### config.mk
export PLATFORM = sky130hd
export DESIGN_NAME = memory_bus_controller
export DESIGN_NICKNAME = d
export VERILOG_FILES = /design/src/rtl/memory_bus_controller.sv
export SDC_FILE = /design/constraint.sdc
export NUM_CORES = 1
export LEC_CHECK = 0
export CORE_MARGIN = 2
export CORE_UTILIZATION = 27
export DETAILED_ROUTE_END_ITERATION = 7
export PLACE_DENSITY_LB_ADDON = 0.3
export SETUP_SLACK_MARGIN = 0.3
export SLEW_MARGIN = 20
export SYNTH_ARGS = -nofsm -noshare
export SYNTH_HDL_FRONTEND = slang
export SYNTH_SLANG_ARGS = --single-unit
export TNS_END_PERCENT = 10
### constraint.sdc
create_clock -name clk -period 5.6 [get_ports clk]
set_input_delay 1.12 -clock clk [delete_from_list [all_inputs] [get_ports clk]]
set_output_delay 1.12 -clock clk [all_outputs]
set_load 0.05 [all_outputs]
### src/rtl/memory_bus_controller.sv
// Core-side load/store router: splits traffic between a synchronous word RAM and a handshaked peripheral port.
// Optional peripheral timeout is enabled with `define BUS_TIMEOUT_EN.
module memory_bus_controller #(
  parameter logic [31:0] PERIPH_BASE    = 32'h8000_0000,
  parameter int unsigned TIMEOUT_CYCLES = 255
) (
  input  logic        clk,
  input  logic        reset,
  input  logic        core_read,
  input  logic        core_write,
  input  logic [2:0]  core_option,
  input  logic [31:0] core_address,
  input  logic [31:0] core_write_data,
  output logic [31:0] core_read_data,
  output logic        core_response,
  output logic        ram_enable,
  output logic [3:0]  ram_we,
  output logic [29:0] ram_addr,
  output logic [31:0] ram_wdata,
  input  logic [31:0] ram_rdata,
  output logic        periph_read,
  output logic        periph_write,
  output logic [31:0] periph_address,
  output logic [2:0]  periph_option,
  output logic [31:0] periph_wdata,
  input  logic [31:0] periph_rdata,
  input  logic        periph_ack,
  output logic        bus_error
);

  typedef enum logic [1:0] {IDLE, RAM_READ, PERIPH_WAIT, RESPOND} state_t;

  state_t      state, state_next;
  logic [31:0] lat_addr;
  logic [2:0]  lat_opt;
  logic [31:0] lat_data;
  logic        lat_write;
  logic        req;
  logic        is_periph;
  logic        timeout;

  assign req       = core_read | core_write;
  assign is_periph = (core_address >= PERIPH_BASE);

  assign periph_address = lat_addr;
  assign periph_option  = lat_opt;
  assign periph_wdata   = lat_data;

  function automatic logic [3:0] store_lanes(input logic [1:0] opt, input logic [1:0] a);
    case (opt)
      2'd0:    return 4'b0001 << a;
      2'd1:    return 4'b0011 << {a[1], 1'b0};
      default: return 4'b1111;
    endcase
  endfunction

  function automatic logic [31:0] store_data(input logic [1:0] opt, input logic [31:0] d);
    case (opt)
      2'd0:    return {4{d[7:0]}};
      2'd1:    return {2{d[15:0]}};
      default: return d;
    endcase
  endfunction

  function automatic logic [31:0] load_align(input logic [2:0] opt, input logic [1:0] a,
                                             input logic [31:0] w);
    logic [31:0] shifted;
    logic [7:0]  b;
    logic [15:0] h;
    shifted = w >> {a, 3'b000};
    b       = shifted[7:0];
    h       = a[1] ? w[31:16] : w[15:0];
    case (opt)
      3'd0:    return {{24{b[7]}}, b};
      3'd4:    return {24'd0, b};
      3'd1:    return {{16{h[15]}}, h};
      3'd5:    return {16'd0, h};
      default: return w;
    endcase
  endfunction

`ifdef BUS_TIMEOUT_EN
  logic [31:0] wait_count;
  logic        err_flag;

  assign timeout   = (state == PERIPH_WAIT) && !periph_ack && (wait_count == TIMEOUT_CYCLES - 32'd1);
  assign bus_error = (state == RESPOND) && err_flag;

  always_ff @(posedge clk) begin
    if (reset) begin
      wait_count <= '0;
      err_flag   <= 1'b0;
    end else begin
      if (state == IDLE) begin
        wait_count <= '0;
        err_flag   <= 1'b0;
      end else if (state == PERIPH_WAIT) begin
        wait_count <= wait_count + 32'd1;
        if (timeout) err_flag <= 1'b1;
      end
    end
  end
`else
  logic unused_timeout_cfg;

  assign unused_timeout_cfg = ^TIMEOUT_CYCLES;
  assign timeout            = 1'b0;
  assign bus_error          = 1'b0;
`endif

  always_ff @(posedge clk) begin
    if (reset) state <= IDLE;
    else       state <= state_next;
  end

  always_comb begin
    state_next = state;
    case (state)
      IDLE: begin
        if (req) begin
          if (is_periph)       state_next = PERIPH_WAIT;
          else if (core_write) state_next = RESPOND;
          else                 state_next = RAM_READ;
        end
      end
      RAM_READ:    state_next = RESPOND;
      PERIPH_WAIT: if (periph_ack || timeout) state_next = RESPOND;
      RESPOND:     state_next = IDLE;
      default:     state_next = IDLE;
    endcase
  end

  // RAM is addressed straight from the core inputs in the accept cycle so its 1-cycle latency overlaps the FSM step.
  always_comb begin
    ram_enable    = 1'b0;
    ram_we        = '0;
    ram_addr      = '0;
    ram_wdata     = '0;
    periph_read   = 1'b0;
    periph_write  = 1'b0;
    core_response = 1'b0;
    case (state)
      IDLE: begin
        if (req && !is_periph) begin
          ram_enable = 1'b1;
          ram_addr   = core_address[31:2];
          if (core_write) begin
            ram_we    = store_lanes(core_option[1:0], core_address[1:0]);
            ram_wdata = store_data(core_option[1:0], core_write_data);
          end
        end
      end
      PERIPH_WAIT: begin
        periph_read  = !lat_write;
        periph_write = lat_write;
      end
      RESPOND: core_response = 1'b1;
      default: ;
    endcase
  end

  always_ff @(posedge clk) begin
    if (reset) begin
      lat_addr       <= '0;
      lat_opt        <= '0;
      lat_data       <= '0;
      lat_write      <= 1'b0;
      core_read_data <= '0;
    end else begin
      case (state)
        IDLE: begin
          if (req) begin
            lat_addr  <= core_address;
            lat_opt   <= core_option;
            lat_data  <= core_write_data;
            lat_write <= core_write;
          end
        end
        RAM_READ: core_read_data <= load_align(lat_opt, lat_addr[1:0], ram_rdata);
        PERIPH_WAIT: begin
          if (periph_ack) begin
            if (!lat_write) core_read_data <= periph_rdata;
          end else if (timeout) begin
            core_read_data <= '1;
          end
        end
        default: ;
      endcase
    end
  end

endmodule

==> qor.csv <==
stage,metric,value,unit
run_status,outcome,finished clean,
power_and_ir_drop,Comb pwr share,0.630,
final_layout,fraction of final layout cells sized beyond drive strength 1,0.0379,
clocking,hold_buf cts,0,
placed_design,DP HPWL,16.0,mm
critical_path,Critical Path Source Type,input port,
grt,first-pass GRT wire length,32.8,mm
clocking,Worst-path clk slew,0.08,ns
clocking,clock sink count,102,
drt,Routed Wire Length,22.1,mm
synth,"Async S/R FF share, synth",0,
drt,DR WL/cell,17.8,microns
floorplan,die area,0.0209,sq mm
synth,Synth Flop Type,dfxtp_1,
clocking,Clock Tree Root,clkbuf_16,
floorplan,die width,145,microns
synth,Ys Warns,0,
timing,Setup Viol. Count Final,0,
power_and_ir_drop,Pleak,3.39,nW
grt,vias in the first global route,5811,
critical_path,Worst Path Required,4.48,ns
timing,worst clock skew,0.00726,ns
synth,synth top area cells,"dfxtp_1 38%, nand2_1 11%, a21oi_1 9.9%",
critical_path,crit path buf inv count,3,
final_layout,most frequent cells in the layout,"302 x clkdlybuf4s50_1, 155 x nand2_1, 106 x a21oi_1",
min_path,Hold Crit Start,periph_address[15],
timing,Final Max Tran Viols,0,
power_and_ir_drop,clock share of power,0.135,
synth,Netlist cell types,49,
power_and_ir_drop,NetSw,2.48,mW
min_path,Hold/Removal Path Class,flip-flop to flip-flop,
timing,fmax,0.222,GHz
drt,Starting DRT DRC Count,249,
placed_design,GP Congestion,0.836,
synth,Mapped Cells,708,
drt,DR vias,6122,
floorplan,Core ar.,0.0195,sq mm
power_and_ir_drop,P per Cell Area,535,mW/mm^2
power_and_ir_drop,Pwr Total,4.72,mW
synth,"Cell Area, Synth",0.00535,sq mm
clocking,CTS tree,done,
grt,initial antenna violation count,1,
placed_design,Port Buffers,303,
timing,RSZ-0062 raised after global routing,false,
drt,DRC violations left,0,
final_layout,Area Growth Syn to Fin,65.2,%
timing,Worst Max-Slew Pin Slew,1.06,ns
flow_run,Max-cap violations,0,
floorplan,Top Ports,306,
power_and_ir_drop,Seq pwr share,0.235,
drt,Post-DRT Antenna Nets,0,
clocking,worst skew pair latency,0.35,ns
critical_path,crit path cell chain,"clkdlybuf4s50_1, inv_1, or2_2, a21oi_1, clkdlybuf4s50_1",
critical_path,Critical Path AT,3.37,ns
final_layout,Layout Utilization,0.454,
final_layout,"most common cell after layout, fill and taps aside",clkdlybuf4s50_1,
synth,Post-Syn Area per Cell,7.55,sq um
critical_path,CP max stage delay,0.84,ns
floorplan,chip height,145,microns
power_and_ir_drop,internal cell power,2.24,mW
synth,"Seq/Total Area, Yosys",0.382,
clocking,H-tree lvl count,3,
clocking,# resized after CTS,0,
synth,post-synth top area share,0.382,
floorplan,Initial Util,0.275,
timing,fin crit period,4.49,ns
clocking,cts bufs inserted,9,
synth,largest area contributor in the netlist,dfxtp_1,
grt,largest net degree at the start of global routing,72,
power_and_ir_drop,switching share of power,0.525,
synth,number of flops mapped to enable cells by yosys,0,
clocking,clock buffer depth,2,
clocking,post-CTS setup buffer count,0,
power_and_ir_drop,peak supply drop,0.317,mV
timing,WHS,0.453,ns
critical_path,most numerous cell on the critical path,clkdlybuf4s50_1,
critical_path,kind of end point of the critical path,output pin,
placed_design,placed cell area,0.00854,sq mm
timing,Final Cycle Share,0.803,
floorplan,standard-cell rows,51,
timing,worst slew margin relative to its limit,0.284,
timing,Final Hold Viols,0,
critical_path,CP max FO,28,
critical_path,"slowest stage cell, crit path",clkdlybuf4s50_1,
critical_path,Critical Path Source,core_write,
critical_path,Crit Reg-Reg Startpoint,state[0],
final_layout,post-route cell area,0.00883,sq mm
drt,DR vias/cell,4.93,
grt,GRT Total Usage,0.203,
grt,grt ovf,0,
timing,TNS Setup,0,ns
synth,Yosys reg bits,102,
final_layout,Layout Nets,1111,
critical_path,Crit path max-delay family,buffers and inverters,
critical_path,CP Class,input port to output pin,
drt,DRT Pass-1 Iters,5,
==> stage by stage <==
step	worst slack [ns]	instances
6_report	1.11	1242
5_1_grt	0.994	1241
4_1_cts	1.09	1241
3_5_place_dp	1.11	1225
3_3_place_gp	1.16	1225
2_1_floorplan	1.75	709
==> metal layers <==
metal	vias up	part of all wire	GRT usage
met5	-	0.00059	0
met4	2	0.030	0.0858
met3	37	0.092	0.0576
met2	271	0.45	0.318
met1	2835	0.43	0.262
li1	2977	-	-
==> worst register-to-register path: cells and delay by family (launching register included) <==
kind / cells / cell delay, ns
buffers and inverters: 2 / 0.48
DFF: 1 / 0.35
AOI/OAI and AO/OA: 1 / 0.30
and+or+nand+nor: 3 / 2.24
adders and majority gates: 1 / 0.15
==> final timing paths <==
kind	endpoint	cells after the start	slack (ns)
setup / recovery	ram_wdata[9]	5	1.11
hold / removal	periph_address[15]	2	0.45
setup reg to reg	core_read_data[18]	7	2.03
hold reg to reg	periph_address[15]	2	0.45
==> power groups by stage <==
stage	sequential (mW)	clock, mW	combinational (mW)
after CTS	1.12	0.658	3.00
after detailed placement	1.13	0	2.99
after global placement	1.12	0	2.98
after floorplan	1.87	0	1.24
after global routing	1.14	0.685	3.17
final	1.11	0.635	2.98
==> layout make-up <==
cell class,count,area (sq um)
Fill cell,1982,10600
Timing Repair Buffer,312,3100
Multi-Input combinational cell,515,2950
Sequential cell,102,2040
Tap cell,265,332
Clock buffer,9,225
Inverter,31,116
Clock inverter,7,65.1
Antenna cell,1,2.50
==> registers in the layout (all words and copies together) (netlist names) <==
name            cells
state               2
periph_wdata       32
core_read_data     32
lat_write           1
periph_address     32
periph_option       3
==> Yosys cell counts (all sizes together), types with 2 or more instances <==
| cell type | number |
|---|---|
| a221o | 19 |
| o221ai | 6 |
| and3 | 16 |
| and3b | 5 |
| nand2b | 6 |
| nor3 | 5 |
| ha | 4 |
| inv | 30 |
| nor2 | 47 |
| o21ai | 10 |
| a32oi | 5 |
| nand3b | 2 |
| a211o | 2 |
| buf | 22 |
| a31oi | 3 |
| a311oi | 2 |
| mux2i | 26 |
| clkbuf | 39 |
| nand2 | 155 |
| a221oi | 23 |
| o211ai | 8 |
| nor2b | 7 |
| dfxtp | 102 |
| and2 | 38 |
| a22o | 2 |
| a211oi | 6 |
| a21oi | 107 |
==> kinds of logic after synthesis <==
group,count (synthesis),synth area share
flops,102,0.382
other cells,1,0.000701
fa+ha+maj,4,0.00936
compound gates,197,0.242
simple gates,285,0.243
buf+inv,92,0.0711
mux,27,0.0515
No activity file was read; power rests on OpenSTA's default activity.
